[src/rtl/alarm_pkg.sv]
// Shared definitions for the alarm controller: state encodings, tick rates,
// timer width and the time-match helper.
package alarm_pkg;

   typedef enum logic [1:0] {
      ST_IDLE    = 2'd0,
      ST_RINGING = 2'd1,
      ST_SNOOZE  = 2'd2,
      ST_ILLEGAL = 2'd3
   } alarm_state_e;

   localparam int unsigned TICKS_PER_SEC      = 32'd100;
   localparam int unsigned TICKS_PER_MIN      = 32'd6000;
   localparam int unsigned BUZZER_HALF_PERIOD = 32'd50;
   localparam int unsigned TIMER_W            = 32'd20;

   // Hours, minutes and AM/PM must agree; seconds and fraction are ignored.
   function automatic logic time_match(input logic [31:0] cur_time,
                                       input logic        cur_pm,
                                       input logic [31:0] alm_time,
                                       input logic        alm_pm);
      return (cur_time[31:16] == alm_time[31:16]) && (cur_pm == alm_pm);
   endfunction

endpackage

[src/rtl/alarm_controller_if.sv]
// Bundle of the alarm controller's time, control and status signals.
interface alarm_controller_if;

   logic        i_Tick_10ms;
   logic        i_Alarm_En;
   logic [31:0] i_Current_Time;
   logic        i_Current_PM;
   logic [31:0] i_Alarm_Time;
   logic        i_Alarm_PM;
   logic        i_Snooze;
   logic        i_Stop;
   logic        o_Ringing;
   logic        o_Buzzer;
   logic        o_Snoozing;
   logic [1:0]  o_State;
   logic [1:0]  o_Snooze_Count;

   modport master (
      output i_Tick_10ms, i_Alarm_En, i_Current_Time, i_Current_PM,
             i_Alarm_Time, i_Alarm_PM, i_Snooze, i_Stop,
      input  o_Ringing, o_Buzzer, o_Snoozing, o_State, o_Snooze_Count
   );

   modport slave (
      input  i_Tick_10ms, i_Alarm_En, i_Current_Time, i_Current_PM,
             i_Alarm_Time, i_Alarm_PM, i_Snooze, i_Stop,
      output o_Ringing, o_Buzzer, o_Snoozing, o_State, o_Snooze_Count
   );

endinterface

[src/rtl/alarm_tick_timer.sv]
// Tick counter: held at zero by clear, advances on tick, pulses done on the
// tick that reaches last_count and wraps back to zero.
module alarm_tick_timer
   import alarm_pkg::*;
(
   input  logic               clk,
   input  logic               rst,
   input  logic               clear,
   input  logic               tick,
   input  logic [TIMER_W-1:0] last_count,
   output logic               done
);

   logic [TIMER_W-1:0] cnt_q;
   logic [TIMER_W-1:0] cnt_d;
   logic               at_end_s;

   always_comb begin
      at_end_s = (cnt_q == last_count);
      done     = tick & at_end_s & ~clear;
      cnt_d    = cnt_q;
      if (clear) begin
         cnt_d = '0;
      end else if (tick) begin
         cnt_d = at_end_s ? '0 : cnt_q + {{(TIMER_W-1){1'b0}}, 1'b1};
      end else begin
         cnt_d = cnt_q;
      end
   end

   always_ff @(posedge clk or posedge rst) begin
      if (rst) begin
         cnt_q <= '0;
      end else begin
         cnt_q <= cnt_d;
      end
   end

endmodule

[src/rtl/alarm_controller.sv]
// Alarm clock controller: match/trigger detection, ring/snooze FSM, buzzer.
// Build option: ALARM_SNOOZE_LIMIT_EN enforces MAX_SNOOZE snoozes per alarm.
module alarm_controller
   import alarm_pkg::*;
#(
   parameter int unsigned RING_TIMEOUT_S = 32'd60,
   parameter int unsigned SNOOZE_MIN     = 32'd9,
   parameter int unsigned MAX_SNOOZE     = 32'd3
) (
   input logic               i_Clk_5MHz,
   input logic               i_Reset,
   alarm_controller_if.slave bus
);

   localparam logic [TIMER_W-1:0] RING_LAST   = TIMER_W'(RING_TIMEOUT_S * TICKS_PER_SEC - 32'd1);
   localparam logic [TIMER_W-1:0] SNOOZE_LAST = TIMER_W'(SNOOZE_MIN * TICKS_PER_MIN - 32'd1);
   localparam logic [TIMER_W-1:0] BUZZ_LAST   = TIMER_W'(BUZZER_HALF_PERIOD - 32'd1);
`ifdef ALARM_SNOOZE_LIMIT_EN
   localparam bit SNOOZE_LIMITED = 1'b1;
`else
   localparam bit SNOOZE_LIMITED = 1'b0;
`endif

   alarm_state_e state_q, state_d, fsm_state_s;
   logic [1:0]   count_q, count_d, fsm_count_s;
   logic         match_q, match_d;
   logic         ringing_q, ringing_d;
   logic         buzzer_q, buzzer_d;
   logic         snoozing_q, snoozing_d;
   logic         match_s, trigger_s, snooze_ok_s;
   logic         ring_clear_s, snooze_clear_s;
   logic         ring_done_s, snooze_done_s, buzz_done_s;

   assign ring_clear_s   = (state_q != ST_RINGING) | ~bus.i_Alarm_En;
   assign snooze_clear_s = (state_q != ST_SNOOZE) | ~bus.i_Alarm_En;

   alarm_tick_timer u_ring_timer (
      .clk(i_Clk_5MHz), .rst(i_Reset), .clear(ring_clear_s),
      .tick(bus.i_Tick_10ms), .last_count(RING_LAST), .done(ring_done_s)
   );

   alarm_tick_timer u_snooze_timer (
      .clk(i_Clk_5MHz), .rst(i_Reset), .clear(snooze_clear_s),
      .tick(bus.i_Tick_10ms), .last_count(SNOOZE_LAST), .done(snooze_done_s)
   );

   alarm_tick_timer u_buzz_timer (
      .clk(i_Clk_5MHz), .rst(i_Reset), .clear(ring_clear_s),
      .tick(bus.i_Tick_10ms), .last_count(BUZZ_LAST), .done(buzz_done_s)
   );

   always_comb begin
      match_s     = time_match(bus.i_Current_Time, bus.i_Current_PM,
                               bus.i_Alarm_Time, bus.i_Alarm_PM);
      match_d     = match_s;
      trigger_s   = match_s & ~match_q;
      snooze_ok_s = !SNOOZE_LIMITED || ({30'd0, count_q} < MAX_SNOOZE);
      fsm_state_s = state_q;
      fsm_count_s = count_q;

      // Stop outranks snooze; a refused snooze behaves exactly like stop.
      case (state_q)
         ST_IDLE: begin
            fsm_state_s = trigger_s ? ST_RINGING : ST_IDLE;
            fsm_count_s = 2'd0;
         end
         ST_RINGING: begin
            if (bus.i_Stop) begin
               fsm_state_s = ST_IDLE;
               fsm_count_s = 2'd0;
            end else if (bus.i_Snooze && snooze_ok_s) begin
               fsm_state_s = ST_SNOOZE;
               fsm_count_s = (count_q == 2'd3) ? 2'd3 : count_q + 2'd1;
            end else if (bus.i_Snooze || ring_done_s) begin
               fsm_state_s = ST_IDLE;
               fsm_count_s = 2'd0;
            end else begin
               fsm_state_s = ST_RINGING;
               fsm_count_s = count_q;
            end
         end
         ST_SNOOZE: begin
            if (bus.i_Stop) begin
               fsm_state_s = ST_IDLE;
               fsm_count_s = 2'd0;
            end else if (snooze_done_s) begin
               fsm_state_s = ST_RINGING;
               fsm_count_s = count_q;
            end else begin
               fsm_state_s = ST_SNOOZE;
               fsm_count_s = count_q;
            end
         end
         default: begin
            fsm_state_s = ST_IDLE;
            fsm_count_s = 2'd0;
         end
      endcase

      state_d    = bus.i_Alarm_En ? fsm_state_s : ST_IDLE;
      count_d    = bus.i_Alarm_En ? fsm_count_s : 2'd0;
      ringing_d  = (state_d == ST_RINGING);
      snoozing_d = (state_d == ST_SNOOZE);

      if (state_d != ST_RINGING) begin
         buzzer_d = 1'b0;
      end else if (state_q != ST_RINGING) begin
         buzzer_d = 1'b1;
      end else if (buzz_done_s) begin
         buzzer_d = ~buzzer_q;
      end else begin
         buzzer_d = buzzer_q;
      end
   end

   // Match resets high so releasing reset while already matching does not ring.
   always_ff @(posedge i_Clk_5MHz or posedge i_Reset) begin
      if (i_Reset) begin
         state_q    <= ST_IDLE;
         count_q    <= 2'd0;
         match_q    <= 1'b1;
         ringing_q  <= 1'b0;
         buzzer_q   <= 1'b0;
         snoozing_q <= 1'b0;
      end else begin
         state_q    <= state_d;
         count_q    <= count_d;
         match_q    <= match_d;
         ringing_q  <= ringing_d;
         buzzer_q   <= buzzer_d;
         snoozing_q <= snoozing_d;
      end
   end

   assign bus.o_State        = state_q;
   assign bus.o_Snooze_Count = count_q;
   assign bus.o_Ringing      = ringing_q;
   assign bus.o_Buzzer       = buzzer_q;
   assign bus.o_Snoozing     = snoozing_q;

endmodule
[src/flat_wrapper.sv]
// flat-port wrapper written by rule: the top's interface ports become plain ports
module alarm_controller_flat import alarm_pkg::*;
#(
   parameter int unsigned RING_TIMEOUT_S = 32'd60,
   parameter int unsigned SNOOZE_MIN     = 32'd9,
   parameter int unsigned MAX_SNOOZE     = 32'd3
)
  (i_Clk_5MHz, i_Reset, bus_i_Tick_10ms, bus_i_Alarm_En, bus_i_Current_Time, bus_i_Current_PM, bus_i_Alarm_Time, bus_i_Alarm_PM, bus_i_Snooze, bus_i_Stop, bus_o_Ringing, bus_o_Buzzer, bus_o_Snoozing, bus_o_State, bus_o_Snooze_Count);
  alarm_controller_if bus_i ();
  input logic i_Clk_5MHz;
  input logic i_Reset;
  input wire logic [$bits(bus_i.i_Tick_10ms)-1:0] bus_i_Tick_10ms;
  input wire logic [$bits(bus_i.i_Alarm_En)-1:0] bus_i_Alarm_En;
  input wire logic [$bits(bus_i.i_Current_Time)-1:0] bus_i_Current_Time;
  input wire logic [$bits(bus_i.i_Current_PM)-1:0] bus_i_Current_PM;
  input wire logic [$bits(bus_i.i_Alarm_Time)-1:0] bus_i_Alarm_Time;
  input wire logic [$bits(bus_i.i_Alarm_PM)-1:0] bus_i_Alarm_PM;
  input wire logic [$bits(bus_i.i_Snooze)-1:0] bus_i_Snooze;
  input wire logic [$bits(bus_i.i_Stop)-1:0] bus_i_Stop;
  output wire logic [$bits(bus_i.o_Ringing)-1:0] bus_o_Ringing;
  output wire logic [$bits(bus_i.o_Buzzer)-1:0] bus_o_Buzzer;
  output wire logic [$bits(bus_i.o_Snoozing)-1:0] bus_o_Snoozing;
  output wire logic [$bits(bus_i.o_State)-1:0] bus_o_State;
  output wire logic [$bits(bus_i.o_Snooze_Count)-1:0] bus_o_Snooze_Count;
  assign bus_i.i_Tick_10ms = bus_i_Tick_10ms;
  assign bus_i.i_Alarm_En = bus_i_Alarm_En;
  assign bus_i.i_Current_Time = bus_i_Current_Time;
  assign bus_i.i_Current_PM = bus_i_Current_PM;
  assign bus_i.i_Alarm_Time = bus_i_Alarm_Time;
  assign bus_i.i_Alarm_PM = bus_i_Alarm_PM;
  assign bus_i.i_Snooze = bus_i_Snooze;
  assign bus_i.i_Stop = bus_i_Stop;
  assign bus_o_Ringing = bus_i.o_Ringing;
  assign bus_o_Buzzer = bus_i.o_Buzzer;
  assign bus_o_Snoozing = bus_i.o_Snoozing;
  assign bus_o_State = bus_i.o_State;
  assign bus_o_Snooze_Count = bus_i.o_Snooze_Count;
  alarm_controller #(.RING_TIMEOUT_S(RING_TIMEOUT_S), .SNOOZE_MIN(SNOOZE_MIN), .MAX_SNOOZE(MAX_SNOOZE)) u_core (.i_Clk_5MHz(i_Clk_5MHz), .i_Reset(i_Reset), .bus(bus_i));
endmodule
[config.mk]
export PLATFORM = sky130hd
export DESIGN_NAME = alarm_controller_flat
export DESIGN_NICKNAME = d
export VERILOG_FILES = /design/src/rtl/alarm_pkg.sv /design/src/rtl/alarm_controller_if.sv /design/src/rtl/alarm_tick_timer.sv /design/src/rtl/alarm_controller.sv /design/src/flat_wrapper.sv
export SDC_FILE = /design/constraint.sdc
export NUM_CORES = 1
export LEC_CHECK = 0
export BUFFER_PORTS_ARGS = -buffer_cell sky130_fd_sc_hd__clkbuf_2
export CAP_MARGIN = 20
export CORE_MARGIN = 2
export CORE_UTILIZATION = 50
export CTS_BUF_LIST = sky130_fd_sc_hd__clkbuf_2
export DETAILED_ROUTE_END_ITERATION = 16
export GPL_TIMING_DRIVEN = 0
export PLACE_DENSITY = 0.74
export SLEW_MARGIN = 25
export SYNTH_ARGS = -nofsm -noshare
export SYNTH_HDL_FRONTEND = slang
export SYNTH_SLANG_ARGS = --single-unit
[constraint.sdc]
create_clock -name i_Clk_5MHz -period 3.09 [get_ports i_Clk_5MHz]
set_clock_uncertainty 0.05 [all_clocks]
set_input_delay 0.4635 -clock i_Clk_5MHz [delete_from_list [all_inputs] [get_ports i_Clk_5MHz]]
set_output_delay 0.4635 -clock i_Clk_5MHz [all_outputs]
set_load 0.05 [all_outputs]
## Word-level counts from Yosys, hierarchy flattened

Cells that the tools add are included.
Widths: inputs -> output; s select.

- Register bits: 68
- Output and inout port bits: 7
- Word-level logic and storage cells: 76

- Add/sub/neg operators: 4
- Equal/unequal tests: 15
- Mux-type cells: 27
- Bitwise gates (word level): 14
- Reductions and logical operators: 7

Operators with widths:

| operator | number |
|---|---|
| $mux 20 | 9 |
| $add 20x1->20 const B | 3 |
| $mux 2 | 11 |
| $eq 20x13->1 const B | 1 |
| $eq 20x16->1 const B | 1 |
| $eq 20x6->1 const B | 1 |
| $eq 16x16->1 | 1 |
| $and 1x1->1 | 7 |
| $eq 2x2->1 const B | 3 |
| $pmux 2 s3 | 1 |
| $mux 1 | 5 |
| $ne 5x4->1 const B | 1 |
| $not 1->1 | 5 |
| $eq 2x1->1 const B | 2 |
| $ne 2x1->1 const B | 2 |
| $pmux 2 s2 | 1 |
| $reduce_bool 2->1 | 2 |
| $ne 3x3->1 const B | 1 |
| $reduce_bool 3->1 | 1 |
| $add 2x1->2 const B | 1 |
| $logic_not 2->1 | 1 |
| $ne 2x2->1 const B | 1 |
| $or 1x1->1 | 2 |
| $reduce_and 2->1 | 1 |
| other kinds (3) | 3 |

## Longest topological paths before layout

Gate-level depths: netlist (run 1).

- Depth in word-level cells: 12
- Mapped depth: 8
- Depth with buffers taken out: 7

## By module

From an unflattened synthesis (run 1), not the netlist that was laid out.

- Cells, all modules: 488
- Area total of the unflattened synthesis: 4615.7 sq um

Modules (own cells, without submodules):

| module | instances | cells an instance | area an instance (sq um) | seq. area each (sq um) |
|---|---|---|---|---|
| alarm_tick_timer | 3 | 142 | 1347.5 | 500.5 |
| alarm_controller | 1 | 62 | 573.0 | 201.4 |

## Least setup slack after synthesis (run 1)

No wires, ideal clock.

- Kind: register -> register
- From: register u_core.state_q[1], in the netlist u_core.bus.o_State[1]
- To: register u_core.u_ring_timer.cnt_q[14]
- Library setup time: 127 ps
- Arrival: 1968 ps
- Slack: 945 ps
- Cell stages (with the launch flop): 7
- Path buffers: 1
- Clock period less this slack: 2145 ps
- Cell sequence: dfrtp_1 -> buf_4 -> and4bb_2 -> nor3b_1 -> nand4_1 -> xor2_1 -> nor2_1

- Word-level cells in the longest chain between the ends: 3
- Elaborated cells on any way between the ends: 4
- Those cells by class: 1 x eq/ne; 1 x mux; 1 x bitwise; 1 x reduce/logical

RTL lines:

| element | line | source |
|---|---|---|
| start, declared | alarm_controller.sv:24 | `alarm_state_e state_q, state_d, fsm_state_s;` |
| start signal, assigned | alarm_controller.sv:126 | `state_q <= state_d;` |
| $ne 2x1->1 (*) | alarm_controller.sv:34 | `assign ring_clear_s = (state_q != ST_RINGING) \| ~bus.i_Alarm_En;` |
| $or 1x1->1 (*) | alarm_controller.sv:34 |  |
| $mux 20 / $reduce_bool 2->1 (equally long branches) | - |  |
| end signal, assigned | alarm_tick_timer.sv:35 | `cnt_q <= cnt_d;` |
| end, declared | alarm_tick_timer.sv:14 | `logic [TIMER_W-1:0] cnt_q;` |

Mark *: on every way between the ends. The rest lies on a longest branch, timed or not.
A chain may end at the register's enable or synchronous reset.

## Final worst setup path (run 1)

- From: register u_core.u_snooze_timer.cnt_q[0]
- To: register u_core.u_snooze_timer.cnt_q[6]

- Word-level cells in the longest chain between the ends: 4
- Elaborated cells on any way between the ends: 5
- Those cells by class: 1 x add/sub; 1 x eq/ne; 3 x mux

RTL lines:

| element | line | source |
|---|---|---|
| start, declared | alarm_tick_timer.sv:14 |  |
| start signal, assigned | alarm_tick_timer.sv:35 |  |
| $add 20x1->20 / $eq 20x16->1 (equally long branches) | alarm_tick_timer.sv:25, alarm_tick_timer.sv:19 |  |
| $mux 20 (*) | alarm_tick_timer.sv:25 | `cnt_d = at_end_s ? '0 : cnt_q + {{(TIMER_W-1){1'b0}}, 1'b1};` |
| $mux 20 (*) | alarm_tick_timer.sv:24 | `end else if (tick) begin` |
| $mux 20 (*) | alarm_tick_timer.sv:22 | `if (clear) begin` |

Mark *: on every way between the ends. The rest lies on a longest branch, timed or not. The select of a mux whose other input is x is not followed.

==> results of run 1 <==
[logic make-up after synthesis]
group           after synthesis  synth area share
simple gates                203             0.293
flops                        68             0.444
compound gates               41            0.0695
mux                           3           0.00848
fa+ha+maj                     4            0.0130
xor+xnor                     62             0.142
buf+inv                      25            0.0310
[placed cells by master (no fill, tap or decap), types with 5 or more instances in the layout]
cell / n
nand4_1: 22
xor2_1: 24
dfrtp_1: 67
nor4_1: 6
buf_4: 5
nor3b_1: 5
a31oi_1: 6
xnor2_1: 38
a21oi_1: 12
nand2_1: 23
clkbuf_2: 58
nand2b_1: 6
o21ai_0: 5
nand3_1: 30
nor2_1: 56
inv_1: 10
nor3_1: 17
and3_1: 10
[routing by layer]
metal  vias up  global-route usage  routed length, µm
li1       1556                   -                  -
met1      1525               0.263               3580
met2        92               0.337               3650
met3        14              0.0614                479
met4         0              0.0619                129
met5         -                   0                  0
[worst max-delay path by stage]
stage                                              start                        endpoint  slack [ns]  depth (start not counted)
after floorplan                                  i_Reset             u_core.bus.o_Buzzer        0.87                          1
after global placement                           i_Reset    u_core.u_ring_timer.cnt_q[5]        0.01                          2
after detailed placement  u_core.u_snooze_timer.cnt_q[0]  u_core.u_snooze_timer.cnt_q[4]        0.85                          8
after CTS                 u_core.u_snooze_timer.cnt_q[0]  u_core.u_snooze_timer.cnt_q[8]        0.81                          8
after global routing      u_core.u_snooze_timer.cnt_q[0]  u_core.u_snooze_timer.cnt_q[8]        0.56                          8
final                     u_core.u_snooze_timer.cnt_q[0]  u_core.u_snooze_timer.cnt_q[6]        0.80                          8
[flip-flops by register name (all words and copies together) (netlist names)]
name / count
u_core.bus.o_Buzzer: 1
u_core.bus.o_Ringing: 1
u_core.bus.o_Snooze_Count: 2
u_core.bus.o_Snoozing: 1
u_core.bus.o_State: 2
u_core.match_q: 1
u_core.u_buzz_timer.cnt_q: 20
u_core.u_ring_timer.cnt_q: 20
u_core.u_snooze_timer.cnt_q: 20
[per-stage QoR]
stage                     power [mW]  worst slack, ns  hold WS (ns)  cell area (µm²)
after global placement         0.983           0.0135         0.445             4190
after global routing            1.61            0.556         0.207             4350
after floorplan                0.946            0.867         0.403             3840
after CTS                       1.57            0.808         0.220             4350
after detailed placement       0.989            0.854         0.445             4210
final                           1.54            0.796         0.264             4350
[report_power, final]
part / total, mW / leakage, nW / switching [mW] / internal (mW)
Combinational: 0.0805 / 0.752 / 0.0416 / 0.0389
Clock: 0.571 / 0.0747 / 0.307 / 0.263
Sequential: 0.891 / 0.947 / 0.000000644 / 0.891
[critical path: cells and delay by family (launching register included)]
| kind | cells | cell delay (ns) |
|---|---|---|
| flops | 1 | 0.45 |
| simple gates | 4 | 0.85 |
| fa+ha+maj | 1 | 0.28 |
| buf+inv | 2 | 0.40 |
| compound gates | 1 | 0.18 |
[area by class of cell]
cell class | count | share of cell area
Buffer | 14 | 0.0178
Timing Repair Buffer | 48 | 0.0598
Inverter | 11 | 0.0101
Multi-Input combinational cell | 313 | 0.463
Clock buffer | 10 | 0.0115
Tap cell | 99 | 0.0285
Sequential cell | 68 | 0.391
Clock inverter | 6 | 0.0181
==> flow_summary.rst, run 1 <==
.. list-table::
   :header-rows: 1

   * - Metric
     - Value
   * - Outcome
     - finished clean
   * - Worst IR Drop VDD
     - 0.313 mV
   * - Number of cell rows
     - 31
   * - Area occupied by registers
     - 1700 µm²
   * - Warnings from Yosys
     - 0
   * - Ratio of final minimum period to clock period
     - 0.742
   * - Weighted congestion at the end of routability-driven global placement
     - 0.805
   * - # placed instances
     - 552
   * - Number of DRC markers after the initial detailed-route iteration
     - 183
   * - Slew Limit Fails
     - 0
   * - Library cell used as clock root buffer
     - clkbuf_2
   * - TritonCTS clock tree
     - built
   * - Average cell area after synthesis
     - 9.45 µm²
   * - Number of H-tree levels
     - 3
   * - Number of nets in the finished design
     - 541
   * - Number of setup violations in the final report
     - 0
   * - ANT cells
     - 0
   * - Worst Path Max Fanout
     - 10
   * - Register-to-register setup slack
     - 0.80 ns
   * - Worst setup EP type
     - flop
   * - Chip width
     - 91.6 µm
   * - Post-CTS clock slew at the launch and capture registers of the worst setup and hold paths
     - 0.17 ns
   * - Sequential share of the synthesized area
     - 0.444
   * - Count of flip-flops with a built-in enable after synthesis
     - 0
   * - Synth-to-Final Area Change
     - 13.4%
   * - Worst hold path depth
     - 3
   * - Area leader, netlist
     - dfrtp_1
   * - Max clock buf depth
     - 2
   * - Static leakage power
     - 1.77 nW
   * - Total routing resource utilization after global routing
     - 0.206
   * - 1st-pass router iterations
     - 4
   * - Number of clock buffers inserted by TritonCTS
     - 9
   * - Number of antenna violations at the first check in global routing
     - 0
   * - CTS Sinks
     - 68
   * - Total standard cell area after synthesis
     - 3840 µm²
   * - DRC violation count after routing
     - 0
   * - Hold-fix buffer count after cts
     - 1
   * - Slew at the pin closest to its max-slew limit
     - 0.843 ns
   * - Final hold viol count
     - 0
   * - Setup repair after global routing missed its margin
     - no
   * - Number of maximum-capacitance violations
     - 0
   * - Post-synthesis instance total
     - 406
   * - Max-slew headroom at the worst pin
     - 0.437
   * - Count of distinct cell types in the synthesized netlist
     - 52
   * - Top-level port count
     - 79
   * - Wire length of the first global-routing pass
     - 14,000 µm
   * - Worst min-delay path category
     - in -> reg
   * - Power per Cell Area
     - 354 nW/µm²
   * - Synthesized Nets
     - 482
   * - Filler Cell Count
     - 646
   * - WHS Endpoint
     - u_core.u_snooze_timer.cnt_q[0]
   * - WL final
     - 7840 µm
   * - Fmax
     - 436 MHz
   * - Via density per instance
     - 5.60
   * - Post-synthesis sequential element count
     - 68
   * - Clock latency of the later-clocked register in the worst-skew pair
     - 0.50 ns
   * - Main area contributors after synthesis
     - dfrtp_1 (44%), xnor2_1 (8.7%), nor2_1 (5.5%)
   * - Required @ worst endpoint
     - 3.44 ns
   * - Finished Layout Cells
     - 569
   * - Ordered list of cells on the worst path
     - ha_1 > nor4bb_1 > nand3_1 > nor3_2 > a21o_1 > buf_2 > buf_4 > nor2_1
   * - Post-synthesis async set-or-reset flop share
     - 1.00
   * - Initial core utilization
     - 0.523
   * - Stage delay of the slowest cell on the critical path
     - 0.45 ns
   * - Top cell types by occurrence after synthesis
     - dfrtp_1 (67), nor2_1 (56), xnor2_1 (38)
   * - Final setup TNS
     - 0 ns
   * - Count of vias placed by the detailed router
     - 3,187
   * - Die Area
     - 8390 µm²
   * - Nature of the critical path startpoint
     - flop
   * - Most numerous cell in the Yosys netlist
     - dfrtp_1
   * - Start point of the worst min-delay path
     - bus_i_Alarm_En
   * - Path type of the worst setup path
     - reg -> reg
   * - Overflow left after global routing
     - 0
   * - Critical R2R Capture
     - u_core.u_snooze_timer.cnt_q[6]
   * - Core Area
     - 7330 µm²
   * - Worst path arrival time
     - 2.65 ns
   * - Cell depth of the worst flop-to-flop path
     - 8
   * - Min Tclk post-route
     - 2.29 ns
   * - Area occupied by multi-input gates
     - 2010 µm²
   * - Largest net degree at the start of global routing
     - 41
   * - PostCTS Resize Cnt
     - 0
   * - Average wire per standard cell
     - 13.8 µm
   * - Post-CTS Setup Bufs
     - 0
   * - Remaining antenna violation count
     - 0
   * - Layout cells sized above 1
     - 0.179
   * - Utilization after layout
     - 0.594
   * - Number of global-route vias before repair
     - 3,144
   * - Top_reg_cell synth
     - dfrtp_1
   * - Critical-path cell with the highest stage delay
     - dfrtp_1
   * - Sum of net half-perimeters after detailed placement
     - 5640 µm
   * - Area share of the leading cell type in the synthesized netlist
     - 0.437
   * - Floorplan die height
     - 91.6 µm
   * - Count of input and output buffers
     - 46
   * - Source of the worst register-to-register timing path
     - u_core.u_snooze_timer.cnt_q[0]
(Power assumes the default switching activity.)
==> run 2: changes to the inputs <==
==> constraint.sdc (replaced) <==
create_clock -name i_Clk_5MHz -period 2.4 [get_ports i_Clk_5MHz]
set_clock_uncertainty 0.05 [all_clocks]
set_input_delay 0.36 -clock i_Clk_5MHz [delete_from_list [all_inputs] [get_ports i_Clk_5MHz]]
set_output_delay 0.36 -clock i_Clk_5MHz [all_outputs]
set_load 0.05 [all_outputs]
==> run 2 against run 1 <==
Net effect:
- sequential power grew 29%
- non-clock buffer count is the same
- via count is essentially flat
- critical endpoint is now u_core.u_snooze_timer.cnt_q[9]
- core utilization grew 0.12 points
- count of clock-buffer cells in the layout is the same
- setup slack lost 0.60 ns
- die area is the same
- wire length shrank 0.10%
- register-to-register slack lost 0.60 ns
- combinational power grew 29%
- power grew 29%
- clock power grew 29%
==> flow_summary.rst, run 2 (synthesis results as in run 1) <==
.. list-table::
   :header-rows: 1

   * - Metric
     - Value
   * - Outcome
     - finished clean
   * - Overflow left after global routing
     - 0
   * - Required @ worst endpoint
     - 2.76 ns
   * - Routing usage on met2
     - 0.337
   * - Count of input and output buffers
     - 46
   * - Library cell used as clock root buffer
     - clkbuf_2
   * - Critical path's top delay family
     - simple AND/OR/NAND/NOR gates
   * - Routing usage on met3
     - 0.0614
   * - Number of antenna violations at the first check in global routing
     - 0
   * - Power per Cell Area
     - 456 nW/µm²
   * - Nature of the critical path startpoint
     - flop
   * - Slew Limit Fails
     - 0
   * - Filler Cell Count
     - 644
   * - Number of nets in the finished design
     - 541
   * - Count of vias placed by the detailed router
     - 3,186
   * - DRC violation count after routing
     - 0
   * - Largest net degree at the start of global routing
     - 41
   * - Final hold slack
     - 0.143 ns
   * - Final setup TNS
     - 0 ns
   * - Largest registers ranked by flip-flop count
     - u_core.u_buzz_timer.cnt_q x20, u_core.u_ring_timer.cnt_q x20, u_core.u_snooze_timer.cnt_q x20
   * - Worst setup EP type
     - flop
   * - Count of buffer and inverter cells on the critical path
     - 2
   * - Number of setup violations in the final report
     - 0
   * - Number of cell rows
     - 31
   * - Utilization after layout
     - 0.595
   * - Worst IR Drop VDD
     - 0.403 mV
   * - Chip width
     - 91.6 µm
   * - Met1 capacity usage during global routing
     - 0.263
   * - Clock latency of the later-clocked register in the worst-skew pair
     - 0.51 ns
   * - Max-slew headroom at the worst pin
     - 0.425
   * - Post-Place Worst Slack
     - 0.164 ns
   * - 1st-pass router iterations
     - 5
   * - # placed instances
     - 552
   * - Worst path arrival time
     - 2.56 ns
   * - Post-CTS clock slew at the launch and capture registers of the worst setup and hold paths
     - 0.18 ns
   * - Worst min-delay path category
     - in -> reg
   * - Finished Layout Cells
     - 569
   * - Die Area
     - 8390 µm²
   * - Sum of net half-perimeters after detailed placement
     - 5640 µm
   * - Fmax
     - 454 MHz
   * - Critical-path cell with the highest stage delay
     - dfrtp_1
   * - Min Tclk post-route
     - 2.20 ns
   * - Synth-to-Final Area Change
     - 13.7%
   * - Weighted congestion at the end of routability-driven global placement
     - 0.805
   * - Total routing resource utilization after global routing
     - 0.206
   * - Path type of the worst setup path
     - reg -> reg
   * - Ratio of final minimum period to clock period
     - 0.917
   * - Number of H-tree levels
     - 3
   * - Final worst slack
     - 0.199 ns
   * - Layout cells sized above 1
     - 0.181
   * - Number of maximum-capacitance violations
     - 0
   * - Max clock buf depth
     - 2
   * - Floorplan die height
     - 91.6 µm
   * - Commonest non-fill, non-tap cell in the layout
     - dfrtp_1
   * - Final hold viol count
     - 0
   * - Average wire per standard cell
     - 13.8 µm
   * - Worst Path Max Fanout
     - 10
   * - Ordered list of cells on the worst path
     - ha_2 > nor4bb_1 > nand3_1 > nor3_4 > a21o_1 > buf_2 > buf_4 > nor2_1
   * - Slew at the pin closest to its max-slew limit
     - 0.860 ns
   * - Core Area
     - 7330 µm²
   * - Most congested layer reported by global routing
     - met2
   * - Number of clock buffers inserted by TritonCTS
     - 9
   * - Commonest cells after routing, fill and taps aside
     - dfrtp_1 (67), clkbuf_2 (58), nor2_1 (56)
   * - Number of DRC markers after the initial detailed-route iteration
     - 209
   * - TritonCTS clock tree
     - built
   * - Via density per instance
     - 5.60
   * - ANT cells
     - 0
   * - CTS Sinks
     - 68
   * - Top-level port count
     - 79
   * - Stage delay of the slowest cell on the critical path
     - 0.46 ns
   * - Remaining antenna violation count
     - 0
   * - Initial core utilization
     - 0.523
   * - WL final
     - 7830 µm
   * - Number of global-route vias before repair
     - 3,144
   * - Wire length of the first global-routing pass
     - 14,000 µm
   * - Static leakage power
     - 1.79 nW
## run 2: cell counts in the layout (fill, tap and decap cells not counted)
No cell type changed its count.
## run 2: path summary, 6_finish.rpt
check	from	to	slack, ns	cells after the start
max in group asynchronous	i_Reset	u_core.u_ring_timer.cnt_q[13]	1.42	4
worst max register to register	u_core.u_snooze_timer.cnt_q[0]	u_core.u_snooze_timer.cnt_q[9]	0.20	8
worst max-delay path	u_core.u_snooze_timer.cnt_q[0]	u_core.u_snooze_timer.cnt_q[9]	0.20	8
worst min register to register	u_core.u_ring_timer.cnt_q[19]	u_core.u_ring_timer.cnt_q[19]	0.47	1
worst min-delay path	bus_i_Alarm_En	u_core.u_snooze_timer.cnt_q[0]	0.14	3
min in group asynchronous	i_Reset	u_core.u_buzz_timer.cnt_q[5]	0.35	3
## run 2: tightest hold or removal path: stages
cell,delay (ns)
clkbuf_2,0.12
nand3b_1,0.15
a21oi_1,0.05
## run 2: timing repair
action | in CTS | in global routing
setup endpoints to repair | 0 | 10
hold buffers | 1 | 0
hold endpoints to repair | 38 | 0
setup buffers | 0 | 0
gates resized for setup | 0 | 2
## run 2: layer usage
layer	wire length [µm]	vias up
met5	0	-
met4	110	0
met3	438	13
met2	3660	90
met1	3610	1523
li1	-	1560
## run 2: cell type report
cell class | count | area (µm²) | share of cell area
repair buffers | 48 | 260 | 0.0597
clock inverters | 6 | 78.8 | 0.0181
plain buffers | 14 | 77.6 | 0.0178
flip-flops and latches | 68 | 1700 | 0.391
inverters | 11 | 43.8 | 0.0100
well taps | 99 | 124 | 0.0284
clock buffers | 10 | 50.0 | 0.0115
multi-input cells | 313 | 2020 | 0.464
## run 2: per-stage QoR
step	total power, mW	area, µm²
2_1_floorplan	1.22	3840
3_3_place_gp	1.27	4190
3_5_place_dp	1.27	4210
4_1_cts	2.02	4350
5_1_grt	2.08	4360
6_report	1.99	4360
## run 2: report_power, final
| part | switching [mW] | internal [mW] | total [mW] |
|---|---|---|---|
| clock | 0.400 | 0.339 | 0.739 |
| combinational | 0.0535 | 0.0501 | 0.104 |
| sequential | 0.000000834 | 1.15 | 1.15 |
| total | 0.453 | 1.54 | 1.99 |
